### src/rtl/scoreboard.sv
// Scoreboard comparing a DUT result stream against a golden stream: counts samples,
// mismatches, and tracks best/worst leading-bit accuracy through a 3-stage pipeline.
module scoreboard #(
    parameter int WIDTH = 32
) (
    input  logic             clk_dut,
    input  logic             reset,
    input  logic             enable,
    input  logic             freeze,
    input  logic             i_valid,
    input  logic [WIDTH-1:0] i_expected,
    input  logic [WIDTH-1:0] i_result,
    output logic [31:0]      o_data_ctr,
    output logic [31:0]      o_error_ctr,
    output logic [31:0]      o_maxacc,
    output logic [31:0]      o_minacc
);

    localparam int ACC_W = $clog2(WIDTH + 1);
    localparam logic [ACC_W-1:0] ACC_FULL = ACC_W'(WIDTH);

    // Handshake: i_valid is a one-way strobe with no ready; a sample is taken at
    // every rising edge where i_valid=1, enable=1 and reset=0, one per cycle.
    logic accept;
    assign accept = i_valid & enable;

    // Stage 1: operand capture
    logic             s1_valid;
    logic [WIDTH-1:0] s1_expected;
    logic [WIDTH-1:0] s1_result;

    always_ff @(posedge clk_dut) begin
        if (reset) begin
            s1_valid <= 1'b0;
        end else begin
            s1_valid <= accept;
        end
    end

    always_ff @(posedge clk_dut) begin
        if (accept) begin
            s1_expected <= i_expected;
            s1_result   <= i_result;
        end
    end

    // Accuracy = count of matching bits from the MSB down to the first difference.
    logic [WIDTH-1:0] s1_diff;
    logic [ACC_W-1:0] s1_acc;
    logic             s1_mismatch;

    always_comb begin
        s1_diff     = s1_expected ^ s1_result;
        s1_mismatch = |s1_diff;
        s1_acc      = ACC_FULL;
        for (int i = 0; i < WIDTH; i++) begin
            if (s1_diff[i]) begin
                s1_acc = ACC_W'(WIDTH - 1 - i);
            end
        end
    end

    // Stage 2: accuracy and mismatch flag
    logic             s2_valid;
    logic [ACC_W-1:0] s2_acc;
    logic             s2_mismatch;

    always_ff @(posedge clk_dut) begin
        if (reset) begin
            s2_valid <= 1'b0;
        end else begin
            s2_valid <= s1_valid;
        end
    end

    always_ff @(posedge clk_dut) begin
        if (s1_valid) begin
            s2_acc      <= s1_acc;
            s2_mismatch <= s1_mismatch;
        end
    end

    // Stage 3: statistics
    logic [31:0]      data_ctr;
    logic [31:0]      error_ctr;
    logic [ACC_W-1:0] maxacc;
    logic [ACC_W-1:0] minacc;

    logic [31:0]      data_ctr_nxt;
    logic [31:0]      error_ctr_nxt;
    logic [ACC_W-1:0] maxacc_nxt;
    logic [ACC_W-1:0] minacc_nxt;

    // Reset values (max=0, min=WIDTH) make the first sample set both extremes.
    always_comb begin
        data_ctr_nxt  = data_ctr;
        error_ctr_nxt = error_ctr;
        maxacc_nxt    = maxacc;
        minacc_nxt    = minacc;
        if (s2_valid) begin
            if (data_ctr != 32'hFFFF_FFFF) begin
                data_ctr_nxt = data_ctr + 32'd1;
            end
            if (s2_mismatch && (error_ctr != 32'hFFFF_FFFF)) begin
                error_ctr_nxt = error_ctr + 32'd1;
            end
            if (s2_acc > maxacc) begin
                maxacc_nxt = s2_acc;
            end
            if (s2_acc < minacc) begin
                minacc_nxt = s2_acc;
            end
        end
    end

    always_ff @(posedge clk_dut) begin
        if (reset) begin
            data_ctr  <= 32'd0;
            error_ctr <= 32'd0;
            maxacc    <= '0;
            minacc    <= ACC_FULL;
        end else begin
            data_ctr  <= data_ctr_nxt;
            error_ctr <= error_ctr_nxt;
            maxacc    <= maxacc_nxt;
            minacc    <= minacc_nxt;
        end
    end

    // Outputs load the same next values as the counters, so they track in the
    // same cycle when not frozen and resume immediately on release.
    always_ff @(posedge clk_dut) begin
        if (reset) begin
            o_data_ctr  <= 32'd0;
            o_error_ctr <= 32'd0;
            o_maxacc    <= 32'd0;
            o_minacc    <= 32'(ACC_FULL);
        end else if (!freeze) begin
            o_data_ctr  <= data_ctr_nxt;
            o_error_ctr <= error_ctr_nxt;
            o_maxacc    <= 32'(maxacc_nxt);
            o_minacc    <= 32'(minacc_nxt);
        end
    end

endmodule
### config.mk
export PLATFORM = sky130hd
export DESIGN_NAME = scoreboard
export DESIGN_NICKNAME = d
export VERILOG_FILES = /design/src/rtl/scoreboard.sv
export SDC_FILE = /design/constraint.sdc
export NUM_CORES = 1
export LEC_CHECK = 0
export BUFFER_PORTS_ARGS = -buffer_cell sky130_fd_sc_hd__buf_2
export CORE_MARGIN = 2
export CORE_UTILIZATION = 41
export DETAILED_ROUTE_END_ITERATION = 10
export SETUP_SLACK_MARGIN = 0.4
export SYNTH_ARGS = -nofsm -noshare
export SYNTH_HDL_FRONTEND = slang
export SYNTH_SLANG_ARGS = --single-unit
### constraint.sdc
create_clock -name clk_dut -period 3.03 [get_ports clk_dut]
set_input_delay 0.4545 -clock clk_dut [delete_from_list [all_inputs] [get_ports clk_dut]]
set_output_delay 0.4545 -clock clk_dut [all_outputs]
set_load 0.005 [all_outputs]
# Word level (Yosys, flattened, before mapping)
# Index checks and enable logic that the tools add are counted.
op_classes:
  bitwise: 2
  magnitude_cmp: 2
  eq_ne: 2
  reduce_logical: 7
  mux: 39
  addsub: 2
op_table:
  columns: ["cell", "n"]
  rows:
  - ["$mux W32", 4]
  - ["$mux W5", 15]
  - ["$add A32 B1 Y32 const B", 2]
  - ["$ne A32 B32 Y1 const B", 2]
  - ["$mux W4", 8]
  - ["$reduce_or A32 Y1", 1]
  - ["$xor A32 B32 Y32", 1]
  - ["$reduce_or A31 Y1", 1]
  - ["$mux W6", 5]
  - ["$reduce_or A16 Y1", 1]
  - ["$mux W3", 4]
  - ["$reduce_or A8 Y1", 1]
  - ["$gt A6 B6 Y1", 1]
  - ["$lt A6 B6 Y1", 1]
  - ["$mux W2", 2]
  - ["$reduce_or A4 Y1", 1]
  - ["$reduce_or A2 Y1", 1]
  - ["$and A1 B1 Y1", 1]
  - ["$logic_and A1 B1 Y1", 1]
  - ["$mux W1", 1]
word_totals:
  out_inout_bits: 128
  reg_bits: 225
  inputBits: 69

# Longest topological paths before layout
depth:
  word_depth: 32
  depth_mapped: 9

# Worst setup path after synthesis
# Ideal clock, no wire load.
synth_path:
  kind: "input -> register"
  start: "in enable"
  end: "reg s1_expected[0], enable pin"
  setup_time_ns: 0.429
  stages: 1
  setup_slack_ns: 0.630
  t_arrival_ns: 1.971
  path_cell_list: "and2_1"
synth_between:
  elab_chain_cells: 1
synth_rtl:
  columns: ["element", "line", "rtl"]
  rows:
  - ["start: declaration", "8", "input logic enable,"]
  - ["$and A1 B1 Y1", "25", "assign accept = i_valid & enable;"]
  - ["end signal: assignment", "42", "s1_expected <= i_expected;"]
  - ["end: declaration", "29", "logic [WIDTH-1:0] s1_expected;"]
# No other way between the ends.
# A chain may end at the register's enable or synchronous reset.

# Worst setup path after layout
layout_path:
  start: "reg data_ctr[22]"
  end: "reg o_data_ctr[26]"
layout_between:
  elab_chain_cells: 3
  word_cells_on_any_way: 4
  classes_between: "add/sub (1); eq/ne (1); mux (2)"
layout_rtl:
  columns: ["element", "line", "rtl"]
  rows:
  - ["start: declaration", "84", "logic [31:0] data_ctr;"]
  - ["start signal: assignment", "123", "data_ctr <= data_ctr_nxt;"]
  - ["$add A32 B1 Y32 / $ne A32 B32 Y1 (equally long branches)", "102, 101", null]
  - ["$mux W32 (*)", "101", "if (data_ctr != 32'hFFFF_FFFF) begin"]
  - ["$mux W32 (*)", "100", "if (s2_valid) begin"]
  - ["end signal: assignment", "139", "o_data_ctr <= data_ctr_nxt;"]
  - ["end: declaration", "13", "output logic [31:0] o_data_ctr,"]
# Mark *: on every way between the ends. The rest lies on a longest branch, timed or not.

==> flow_metrics.py <==
metrics = {
    "logic_synthesis": {
        "yosysWarnings": 0,
        "ys.flop_type": "dfxtp_1",
        "synth-edff-count": 71,
        "yosysUniqueCellTypes": 55,
        "ys_ff_latch": 225,
        "syn_avg_cell_area_um2": 10.3,
        "syn_area_um2": 9530,
        "synth-seq-area-share_pct": 54.7,
        "syn-instance-count": 928,
        "async_flop_share_pct": 0,
    },
    "clocking": {
        "path_clk_slew_ns": 0.06,
        "post_cts_buffers": 0,
        "clock-sinks": 225,
        "cts_buffers": 25,
        "cts_resized": 0,
        "ctsHoldBuffers": 0,
        "h-tree-depth": 1,
        "clockRootBuffer": "clkbuf_16",
        "clockBufferDepth": 3,
        "insertion_delay_ns": 0.52,
        "tritoncts": "built",
    },
    "detailed_routing": {
        "dr_total_vias": 6637,
        "dr.pass1.iters": 5,
        "drc": 0,
        "wire_per_inst_um": 13.6,
        "totalWireLength_um": 18600,
        "ant_nets": 0,
        "drt_iter0_drc": 412,
        "viasPerCell": 4.85,
    },
    "global_route": {
        "grt_pass1_wl_um": 30300,
        "grt_use_total_pct": 15.1,
        "busiest_layer": "met2",
        "grt_max_degree": 95,
        "grt_use_met3_pct": 3.52,
        "antenna_found_initial": 0,
        "met2_usage_pct": 24.6,
        "grtUsageMet1_pct": 20.5,
        "grt_remaining_overflow": 0,
        "grt_pass1_vias": 6111,
    },
    "floorplan": {
        "ioPinCount": 197,
        "rows": 55,
        "fp.dieW_um": 156,
        "fp.dieArea_um2": 24500,
        "core_area_um2": 22700,
        "initial_core_util_pct": 42.0,
        "die_height_um": 156,
    },
    "timing": {
        "fmax_mhz": 433,
        "setup-tns-final_ns": 0,
        "slew_violations": 0,
        "rsz0062_at_grt": "false",
        "relSlewSlack_pct": 36.1,
        "finalSetupViolCount": 0,
        "worst_slew_pin_slew_ns": 0.958,
        "fin_skew_ns": 0.0140,
        "finalCritPeriodShare_pct": 76.2,
        "setup_ws_ns": 0.720,
        "period_needed_ns": 2.31,
        "hold_viol": 0,
    },
    "worst_setup_path": {
        "critPathMaxFanout": 8,
        "r2r-end": "o_data_ctr[26]",
        "required_ns": 3.38,
        "rr_worst_depth": 6,
        "cp.arrival_ns": 2.66,
        "crit_slowest_cell": "nor4_1",
        "r2r-start": "data_ctr[22]",
        "ff2ff_setup_slack_ns": 0.72,
        "critPathKind": "reg -> reg",
        "critical_path.max_stage_delay_ns": 0.66,
        "cp-end-kind": "flip-flop",
        "path_cells": "nand4_4 -> nor4_1 -> or4_1 -> nor2_1 -> xnor2_1 -> a211oi_1",
        "start_kind": "flip-flop",
    },
    "placed_design": {
        "gp_congestion": 0.822,
        "place_ws_ns": 0.673,
        "hpwl_um": 13200,
        "io_buffers": 144,
        "place_inst": 1327,
    },
    "pwr": {
        "p_leak_nw": 4.34,
        "pwr_density_cell_nw_per_um2": 593,
        "ir_drop_mv": 0.498,
    },
    "cells_and_area": {
        "antennaDiodeCount": 0,
        "fill_cells": 2139,
        "fin_util_pct": 49.1,
        "final_nets": 1151,
        "layout_common_cells": "162 x nor2_1, 154 x dfxtp_1, 143 x buf_2, 71 x edfxtp_1, 67 x a211oi_1",
        "layout-drive-gt1-share_pct": 18.7,
        "area_delta_synth_final_pct": 16.9,
        "layout_commonest_cell": "nor2_1",
        "layoutNonFillerInstCount": 1369,
    },
    "run": {
        "maxCapViolations": 0,
    },
    "worst_hold_path": {
        "hold_end": "s1_expected[7]",
        "hold_class": "in -> reg",
        "min_path_cells": 1,
        "hp-start": "i_expected[7]",
    },
    "outcome": {
        "outcome": "completed",
    },
}
[where the power goes]
part / internal (mW) / switching, mW
clock: 1.73 / 1.14
combinational: 0.183 / 0.254
sequential: 3.24 / 0.0598
total: 5.15 / 1.45
[worst max path at each step]
stage | slack (ns) | start | cells past startpoint | to
2_1_floorplan | 0.63 | enable | 1 | s1_expected[0]
3_3_place_gp | 0.76 | s2_valid | 6 | o_data_ctr[19]
3_5_place_dp | 0.67 | s2_valid | 6 | o_data_ctr[19]
4_1_cts | 0.70 | s2_valid | 6 | o_data_ctr[19]
5_1_grt | 0.42 | data_ctr[22] | 6 | o_data_ctr[15]
6_report | 0.72 | data_ctr[22] | 6 | o_data_ctr[26]
[synthesized netlist by cell type, types with 9 or more instances]
master    instances  share of area (%)
xor2_1           39                3.6
nand4_1          18                1.2
nor3_1           22                1.2
mux2i_1          14                1.5
nand3_1          35                1.8
nor2_1          162                6.4
ha_1             13                1.7
inv_1            20               0.79
a211oi_1         67                5.3
dfxtp_1         154                 32
nor4_1            9               0.59
buf_4            52                4.1
edfxtp_1         71                 22
nand2_1          43                1.7
a21oi_1          18               0.95
xnor2_1          54                5.0
clkbuf_1         35                1.4
[area by class of cell]
| cell class | instances | area [um^2] | share of cell area [%] |
|---|---|---|---|
| tap | 285 | 357 | 3.20 |
| sequential | 225 | 5220 | 46.8 |
| inverter | 21 | 81.3 | 0.730 |
| timing repair buffer | 154 | 823 | 7.39 |
| clock buffer | 33 | 676 | 6.07 |
| clock inverter | 9 | 104 | 0.932 |
| multi-input combinational | 642 | 3880 | 34.9 |
[metrics by stage]
step | power (mW) | hold slack (ns) | instance area [um^2]
floorplan | 3.68 | 0.457 | 9720
global placement | 3.80 | 0.472 | 10400
detailed placement | 3.80 | 0.474 | 10400
CTS | 6.70 | 0.0881 | 11100
global route | 6.90 | 0.0813 | 11100
finish | 6.60 | 0.108 | 11100
[kinds of logic (layout without fill, tap and decap cells)]
| group | count (synthesis) | after routing | synth area share (%) |
|---|---|---|---|
| mux | 14 | 14 | 1.47 |
| compound gates | 124 | 124 | 9.34 |
| buf+inv | 112 | 217 | 6.51 |
| xor+xnor | 93 | 93 | 8.55 |
| flops | 225 | 225 | 54.7 |
| other cells | 1 | 52 | 0.0394 |
| simple gates | 346 | 346 | 17.6 |
| fa+ha+maj | 13 | 13 | 1.71 |
[metal layers]
layer / part of all wire (%) / up-vias
li1: - / 3440
met1: 47 / 3015
met2: 45 / 158
met3: 5.8 / 24
met4: 1.4 / 0
met5: 0 / -
[registers in the layout, summed over array words and instances, names as in the netlist]
register / cells
data_ctr: 32
error_ctr: 32
o_data_ctr: 32
o_error_ctr: 32
s1_expected: 32
s1_result: 32
maxacc: 6
minacc: 6
o_maxacc: 6
o_minacc: 6
s2_acc: 6
s1_valid: 1
s2_mismatch: 1
s2_valid: 1
[worst max-delay path: cells and delay by family (launching register included)]
family	cells	cell delay, ns
xor gates and xnor gates	1	0.23
AOI/OAI and AO/OA	1	0.11
DFF	1	0.44
and+or+nand+nor	4	1.36
(Power assumes the default switching activity.)
